===== src/rtl/alu_bist.sv =====
// Built-in self-test initiator that drives operands and op codes into the
// datapath ALU and checks result/zero against a golden model.
// Ports: clk, reset_n, start | alu_srcA/B, alu_cntrl -> ALU, alu_out/zero <- ALU
//        busy, done, pass, err_count, fail_vec, fail_op status.
module alu_bist #(
  parameter int unsigned NUM_VECTORS = 256,
  parameter logic [31:0] SEED        = 32'hACE12357
) (
  input  logic        clk,
  input  logic        reset_n,
  input  logic        start,
  output logic [31:0] alu_srcA,
  output logic [31:0] alu_srcB,
  output logic [2:0]  alu_cntrl,
  input  logic [31:0] alu_out,
  input  logic        alu_zero,
  output logic        busy,
  output logic        done,
  output logic        pass,
  output logic [15:0] err_count,
  output logic [15:0] fail_vec,
  output logic [2:0]  fail_op
);

  localparam logic [31:0] TAPS   = 32'h80200003;
  localparam logic [31:0] SEED_B = SEED ^ 32'h5A5A5A5A;
  localparam logic [15:0] LAST   = 16'(NUM_VECTORS - 1);

  localparam logic [2:0] OP_ADD = 3'b000;
  localparam logic [2:0] OP_SUB = 3'b001;
  localparam logic [2:0] OP_AND = 3'b010;
  localparam logic [2:0] OP_OR  = 3'b011;
  localparam logic [2:0] OP_SLT = 3'b101;

  typedef enum logic [1:0] {
    S_IDLE,
    S_DRIVE,
    S_CHECK,
    S_DONE
  } state_t;

  state_t      state;
  logic [15:0] vec_idx;
  logic [31:0] lfsr_a;
  logic [31:0] lfsr_b;

  logic [31:0] diff;
  logic [31:0] expected;
  logic        mismatch;
  logic [15:0] err_next;
  logic [15:0] vec_next;
  logic [2:0]  op_next;

  function automatic logic [31:0] lfsr_step(
    input logic [31:0] x
  );
    lfsr_step = x[0] ? ((x >> 1) ^ TAPS) : (x >> 1);
  endfunction

  always_comb begin
    diff = alu_srcA - alu_srcB;
    expected = '0;
    case (alu_cntrl)
      OP_ADD:  expected = alu_srcA + alu_srcB;
      OP_SUB:  expected = diff;
      OP_AND:  expected = alu_srcA & alu_srcB;
      OP_OR:   expected = alu_srcA | alu_srcB;
      // sign of the wrapped difference, as the datapath ALU defines slt
      OP_SLT:  expected = {31'b0, diff[31]};
      default: expected = '0;
    endcase
  end

  always_comb begin
    mismatch = (alu_out != expected)
             || (alu_zero != (expected == '0));
    err_next = err_count;
    if (mismatch && err_count != 16'hFFFF)
      err_next = err_count + 16'd1;
    vec_next = vec_idx + 16'd1;
  end

  always_comb begin
    op_next = OP_ADD;
    case (alu_cntrl)
      OP_ADD:  op_next = OP_SUB;
      OP_SUB:  op_next = OP_AND;
      OP_AND:  op_next = OP_OR;
      OP_OR:   op_next = OP_SLT;
      default: op_next = OP_ADD;
    endcase
  end

  always_ff @(posedge clk or negedge reset_n) begin
    if (!reset_n) begin
      state     <= S_IDLE;
      vec_idx   <= '0;
      lfsr_a    <= SEED;
      lfsr_b    <= SEED_B;
      alu_srcA  <= '0;
      alu_srcB  <= '0;
      alu_cntrl <= OP_ADD;
      busy      <= 1'b0;
      done      <= 1'b0;
      pass      <= 1'b0;
      err_count <= '0;
      fail_vec  <= '0;
      fail_op   <= '0;
    end else begin
      case (state)
        S_IDLE, S_DONE: begin
          if (start) begin
            state     <= S_DRIVE;
            vec_idx   <= '0;
            lfsr_a    <= SEED;
            lfsr_b    <= SEED_B;
            alu_srcA  <= '0;
            alu_srcB  <= '0;
            alu_cntrl <= OP_ADD;
            busy      <= 1'b1;
            done      <= 1'b0;
            pass      <= 1'b0;
            err_count <= '0;
            fail_vec  <= '0;
            fail_op   <= '0;
          end
        end
        S_DRIVE: begin
          state <= S_CHECK;
        end
        S_CHECK: begin
          err_count <= err_next;
          if (mismatch && err_count == '0) begin
            fail_vec <= vec_idx;
            fail_op  <= alu_cntrl;
          end
          if (alu_cntrl != OP_SLT) begin
            alu_cntrl <= op_next;
            state     <= S_DRIVE;
          end else if (vec_idx == LAST) begin
            state     <= S_DONE;
            busy      <= 1'b0;
            done      <= 1'b1;
            pass      <= (err_next == '0);
            alu_srcA  <= '0;
            alu_srcB  <= '0;
            alu_cntrl <= OP_ADD;
          end else begin
            state     <= S_DRIVE;
            vec_idx   <= vec_next;
            alu_cntrl <= OP_ADD;
            if (vec_next == 16'd1) begin
              alu_srcA <= 32'h7FFFFFFF;
              alu_srcB <= 32'h80000000;
            end else if (vec_next == 16'd2) begin
              alu_srcA <= 32'h80000000;
              alu_srcB <= 32'h00000001;
            end else begin
              // first random vector uses the seeds, then each LFSR steps
              alu_srcA <= lfsr_a;
              alu_srcB <= lfsr_b;
              lfsr_a   <= lfsr_step(lfsr_a);
              lfsr_b   <= lfsr_step(lfsr_b);
            end
          end
        end
        default: state <= S_IDLE;
      endcase
    end
  end

endmodule


===== config.mk =====
export PLATFORM = sky130hd
export DESIGN_NAME = alu_bist
export DESIGN_NICKNAME = d
export VERILOG_FILES = /design/src/rtl/alu_bist.sv
export SDC_FILE = /design/constraint.sdc
export NUM_CORES = 1
export LEC_CHECK = 0
export CORE_MARGIN = 5
export CORE_UTILIZATION = 40
export CTS_CLUSTER_DIAMETER = 50
export DETAILED_ROUTE_END_ITERATION = 8
export PLACE_DENSITY_LB_ADDON = 0.08
export SLEW_MARGIN = 20
export SYNTH_ARGS = -nofsm -noshare
export SYNTH_HDL_FRONTEND = slang
export SYNTH_SLANG_ARGS = --single-unit

===== constraint.sdc =====
create_clock -name clk -period 5.75 [get_ports clk]
set_clock_uncertainty 0.05 [all_clocks]
set_input_delay 0.575 -clock clk [delete_from_list [all_inputs] [get_ports clk]]
set_output_delay 0.575 -clock clk [all_outputs]
set_load 0.01 [all_outputs]

==> results of run 1 <==
[cell families after synthesis]
family	Yosys count	synth area share [%]
buffers and inverters	276	7.180
flip-flops	187	31.13
AND/OR/NAND/NOR	609	19.59
multiplexers	69	4.699
XOR/XNOR	47	2.712
AO/OA/AOI/OAI	597	26.02
adder cells (fa/ha/maj)	104	8.672
[routing by layer]
metal / part of all wire [%] / vias up / track usage [%]
met5: 0 / - / 0
met4: 2.0 / 0 / 6.317
met3: 6.3 / 55 / 3.989
met2: 42 / 481 / 38.06
met1: 50 / 7139 / 40.84
li1: - / 7033 / -
[cell type report]
class | instances | area (um^2) | area share [%]
tap | 511 | 639.4 | 3.530
inverter | 155 | 581.8 | 3.213
sequential | 187 | 4727 | 26.10
clock buffer | 19 | 452.9 | 2.501
multi-input combinational | 1426 | 9419 | 52.01
timing repair buffer | 232 | 2136 | 11.79
clock inverter | 13 | 153.9 | 0.8498
[registers in the layout (all words and copies together) (netlist names)]
| signal | count |
|---|---|
| vec_idx | 16 |
| alu_srcB | 32 |
| err_count | 16 |
| lfsr_b | 32 |
| lfsr_a | 32 |
| state | 2 |
| done | 1 |
| fail_vec | 16 |
| alu_srcA | 32 |
| busy | 1 |
| alu_cntrl | 3 |
| fail_op | 3 |
| pass | 1 |
[worst min path at each step]
stage	from	cells after the start	end
global route	lfsr_b[17]	2	lfsr_b[17]
finish	done	1	done
detailed placement	done	1	done
floorplan	reset_n	0	alu_cntrl[0]
global placement	done	1	done
CTS	done	1	done
[through the flow]
stage | instance area [um^2] | setup slack (ps) | hold WS, ps | cells | utilization, %
finish | 18110 | 329.6 | 428.8 | 2543 | 48.19
global route | 18110 | -2.369 | 459.5 | 2543 | 48.19
CTS | 18080 | 166.8 | 435.0 | 2543 | 48.10
detailed placement | 17460 | 195.9 | 419.1 | 2510 | 46.46
global placement | 17460 | 307.7 | 414.6 | 2510 | 46.46
floorplan | 15180 | 1010 | 229.4 | 1889 | -
[synthesized netlist by cell type, types with 10 or more instances]
master,number,share of area (%)
nand2_1,192,4.7
o21ai_0,170,5.6
inv_1,155,3.8
dfrtp_1,151,25
a21oi_1,143,4.7
nor2_1,140,3.5
ha_1,102,8.4
clkbuf_1,85,2.1
mux2i_1,62,4.1
a22o_1,61,3.5
nand3_1,53,1.7
dfstp_2,36,6.2
nor3_1,32,1.1
xnor2_1,32,1.8
nand4_1,31,1.3
o31ai_1,30,1.5
nor2b_1,26,1.1
buf_2,22,0.73
nor4_1,21,0.87
and3_1,20,0.82
a21o_1,19,0.94
or3_1,19,0.78
a31oi_1,17,0.70
nand2b_1,17,0.70
xor2_1,15,0.87
a211oi_1,13,0.64
a211o_1,10,0.58
o21a_1,10,0.49
o22ai_1,10,0.41
or2_2,10,0.41
[worst max-delay path: cells and delay by family (launching register included)]
family / cells / cell delay (ps)
buffers and inverters: 1 / 180
adder cells (fa/ha/maj): 1 / 270
AO/OA/AOI/OAI: 7 / 2160
XOR/XNOR: 1 / 150
AND/OR/NAND/NOR: 6 / 2080
flip-flops: 1 / 420
[where the power goes]
part | switching (mW) | internal (mW)
clock network | 0.566 | 0.676
registers | 0.157 | 1.57
logic | 1.00 | 0.498
total | 1.72 | 2.75
[timing repair]
item	CTS	global route
buffers inserted	0	0
hold endpoints to repair	25	0
hold buffers	1	0
gates resized for setup	0	4
setup endpoints to repair	0	31
==> results.py, run 1 <==
metrics = {
    "setup_path": {
        "crit_type": "register to register",
        "crit_chain": "inv_1 > ha_1 > a211oi_1 > nor2_1 > o221a_2 > o22ai_1 > xor2_1 > or4b_1 > or4b_1 > nor4_1 > nand4_1 > and4b_1 > o311ai_4 > a211o_1 > o2bb2ai_1 > o41ai_2",
        "cpPeakStageDelay_ps": 540,
        "reg2reg_from": "alu_srcB[1]",
        "crit_fanout": 6,
        "cpMostUsedCell": "or4b_1",
        "critPathLaunch": "alu_srcB[1]",
        "cp-start-kind": "register",
        "crit_arrival_ps": 5710,
        "worst_setup_path_end_kind": "register",
        "cpMaxStageDelayCell": "a211oi_1",
        "rr_worst_depth": 16,
        "required_ps": 6040,
        "endpoint": "pass",
        "reg2reg_to": "pass",
        "r2r_setup_slack_ps": 330,
    },
    "floorplanning": {
        "core_um2": 37580,
        "io_pins": 141,
        "rows": 71,
        "start_util_pct": 40.39,
        "dieArea_um2": 41940,
        "die_w_um": 204.8,
        "die_h_um": 204.8,
    },
    "clock_network": {
        "clk_pin_slew_ps": 70,
        "cts-buffers-inserted": 17,
        "clkLatencyLatePin_ps": 450,
        "htreeDepth": 4,
        "clockBufferDepth": 2,
        "cts_tree": "built",
        "cts.sinks": 187,
        "root_buffer": "clkbuf_16",
    },
    "pwr": {
        "ir_drop_mv": 0.2324,
        "power_density_nw_per_um2": 246.8,
        "power_mw": 4.470,
        "leakagePower_nw": 7.613,
    },
    "synth": {
        "synth-edff-count": 0,
        "yosys_register_bits": 187,
        "synth_seq_area_share_pct": 31.13,
        "synth.avg_cell_area_um2": 8.035,
        "postSynthCellCount": 1889,
        "async_flop_share_pct": 100.0,
        "syn-num-nets": 2029,
        "ys.flop_type": "dfrtp_1",
        "yosysUniqueCellTypes": 89,
        "yosys_warnings": 0,
        "syn_area_um2": 15180,
    },
    "status": {
        "outcome": "finished, final reports clean",
    },
    "place": {
        "gp_congestion": 0.9593,
        "dp_hpwl_um": 43430,
        "port-buffer-count": 140,
    },
    "route": {
        "via_per_inst": 5.784,
        "drc": 0,
        "drtPass1Iterations": 5,
        "wl_um": 56480,
        "drtIter0Drc": 1464,
        "wire_per_inst_um": 22.21,
        "via_count": 14710,
        "detail-route-antenna-nets": 0,
    },
    "global_route": {
        "grt_max_degree": 161,
        "grt.overflow.total": 0,
        "antenna_found_initial": 0,
        "grt_pass1_wl_um": 85440,
        "track_usage_pct": 26.26,
        "first_global_vias": 13780,
    },
    "run": {
        "maxCapViolCount": 0,
    },
    "sta": {
        "period_needed_ps": 5420,
        "slew_viol_final": 0,
        "rsz0062_at_grt": "true",
        "hold_viol": 0,
        "max_freq_mhz": 184.5,
        "period_share_pct": 94.27,
        "finalSetupViolations": 0,
        "finalSetupTns_ps": 0,
        "slew_headroom_pct": 37.23,
        "worst_pin_slew_ps": 941.5,
    },
    "layout": {
        "synthToLayoutAreaGrowth_pct": 19.31,
        "fin_nets": 2159,
        "final_common_cell": "nand2_1",
        "layout_common_cells": "191 x nand2_1, 170 x o21ai_0, 155 x inv_1",
        "drive_above_1_share_pct": 10.24,
        "antenna_cells": 0,
        "fillers": 3745,
    },
    "min_path": {
        "hp-class": "register to register",
    },
}
Power figures use the tool's default switching activity.
==> run 2, diff against run 1 <==
- SKIP_CTS_REPAIR_TIMING: unset -> 1
- TNS_END_PERCENT: unset -> 100
==> results of run 2 <==
The final DEF is identical to that of run 1; final timing and power are the same.
Main changes from that run: wire length of the first global-routing pass 85440 um -> 85390 um; via count of the first global-routing pass 13780 -> 13770; overall routing resource usage 26.26% -> 26.25%; met1 usage 40.84% -> 40.83%; met2 usage 38.06% -> 38.04%
==> run 3, diff against run 2 <==
- CELL_PAD_IN_SITES_DETAIL_PLACEMENT: unset -> 0
- CELL_PAD_IN_SITES_GLOBAL_PLACEMENT: unset -> 1
==> results.py, run 3 (same netlist as run 1, synthesis figures left out) <==
metrics = {
    "setup_path": {
        "r2r_setup_slack_ps": 240,
        "worst_setup_path_end_kind": "register",
        "cp-start-kind": "register",
        "cpMaxStageDelayCell": "a221oi_1",
        "crit_chain": "inv_1 > ha_1 > a21oi_1 > o21ai_0 > a221oi_1 > nand2_1 > mux2i_1 > mux2_2 > a2111oi_0 > and4b_1 > nand4_1 > or4b_1 > o21ai_0 > mux2i_1 > o41ai_2",
        "required_ps": 6060,
        "crit_arrival_ps": 5820,
        "crit_type": "register to register",
        "critical-path-top-delay-family": "compound AO/OA/AOI/OAI gates",
        "crit_fanout": 11,
        "path_buf_inv": 1,
        "cpPeakStageDelay_ps": 780,
    },
    "clock_network": {
        "clk_pin_slew_ps": 80,
        "clockBufferDepth": 2,
        "htreeDepth": 4,
        "cts_tree": "built",
        "root_buffer": "clkbuf_16",
        "cts.sinks": 187,
        "clkLatencyLatePin_ps": 460,
        "cts-buffers-inserted": 17,
    },
    "global_route": {
        "first_global_vias": 14140,
        "grt_max_degree": 109,
        "grt.overflow.total": 0,
        "grt_pass1_wl_um": 87660,
        "antenna_found_initial": 1,
        "track_usage_pct": 27.14,
    },
    "pwr": {
        "ir_drop_mv": 0.3288,
        "power_density_nw_per_um2": 246.4,
        "power_mw": 4.469,
        "leakagePower_nw": 7.638,
    },
    "route": {
        "via_count": 14990,
        "detail-route-antenna-nets": 0,
        "top_layer": "met4",
        "met2WireLength_um": 23910,
        "drtIter0Drc": 1654,
        "drtPass1Iterations": 5,
        "wl_um": 57520,
        "drc": 0,
        "wire_per_inst_um": 22.58,
        "wl_met1_um": 28350,
        "dr_wl_met3_um": 4420,
        "via_per_inst": 5.883,
    },
    "place": {
        "dp_hpwl_um": 44250,
        "gp_congestion": 0.9474,
        "port-buffer-count": 140,
    },
    "layout": {
        "synthToLayoutAreaGrowth_pct": 19.52,
        "fin_nets": 2162,
        "layout_common_cells": "191 x nand2_1, 169 x o21ai_0, 155 x inv_1",
        "drive_above_1_share_pct": 10.37,
        "final_common_cell": "nand2_1",
    },
    "min_path": {
        "hp-class": "input port to async pin",
    },
    "floorplanning": {
        "io_pins": 141,
        "core_um2": 37580,
        "dieArea_um2": 41940,
        "start_util_pct": 40.39,
        "rows": 71,
        "die_w_um": 204.8,
        "die_h_um": 204.8,
    },
    "run": {
        "maxCapViolCount": 0,
    },
    "sta": {
        "finalSetupTns_ps": 0,
        "slew_viol_final": 0,
        "finalSetupViolations": 0,
        "period_needed_ps": 5511,
        "hold_viol": 0,
        "max_freq_mhz": 181.5,
        "worst_pin_slew_ps": 1032,
        "slew_headroom_pct": 30.69,
        "rsz0062_at_grt": "false",
        "period_share_pct": 95.85,
    },
    "status": {
        "outcome": "finished, final reports clean",
    },
}
run 3: changes by cell type in the layout (fill, tap and decap cells not counted), moves of 2 or more:
cell | previous run | this run
buf_4 | 88 | 92
clkbuf_8 | 3 | 1
clkinv_8 | 0 | 2
clkinvlp_4 | 3 | 1
inv_8 | 2 | 4
nand3_1 | 52 | 50
nand3_2 | 1 | 3
nor4_2 | 1 | 3
run 3: layer usage:
layer / global-route usage [%] / vias up
met1: 42.50 / 7326
li1: - / 7052
met2: 38.12 / 562
met3: 5.746 / 45
met4: 5.791 / 0
met5: 0 / -
run 3: layout make-up:
class                      count  area, um^2
multi-input combinational   1426        9413
antenna                        1       2.502
clock inverter                15       197.7
clock buffer                  17       425.4
fill                        3748       19440
timing repair buffer         235        2156
tap                          511       639.4
inverter                     155       581.8
sequential                   187        4726
run 3: final timing paths:
kind                       cells after the start    endpoint        start
min reg2reg                                    1        done         done
max in group asynchronous                      2  lfsr_b[15]      reset_n
min in group clk                               1        done         done
min                                            1   lfsr_a[7]      reset_n
max reg2reg                                   15        pass  alu_srcB[8]
max                                           15        pass  alu_srcB[8]
run 3: per-stage QoR:
| step | cells | cell area (um^2) | hold slack, ps | worst slack (ps) | util [%] |
|---|---|---|---|---|---|
| 5_1_grt | 2546 | 18140 | 212.1 | 46.43 | 48.27 |
| 2_1_floorplan | 1889 | 15180 | 229.4 | 1010 | - |
| 3_5_place_dp | 2509 | 17460 | 423.0 | 200.2 | 46.46 |
| 6_report | 2547 | 18140 | 124.8 | 238.9 | 48.28 |
| 3_3_place_gp | 2509 | 17460 | 414.3 | 347.6 | 46.46 |
| 4_1_cts | 2541 | 18080 | 174.1 | 162.8 | 48.11 |
run 3: report_power, final:
| group | switching (mW) | leakage, nW | internal [mW] |
|---|---|---|---|
| registers | 0.149 | 2.48 | 1.57 |
| clock network | 0.603 | 0.303 | 0.667 |
| logic | 0.989 | 4.86 | 0.490 |
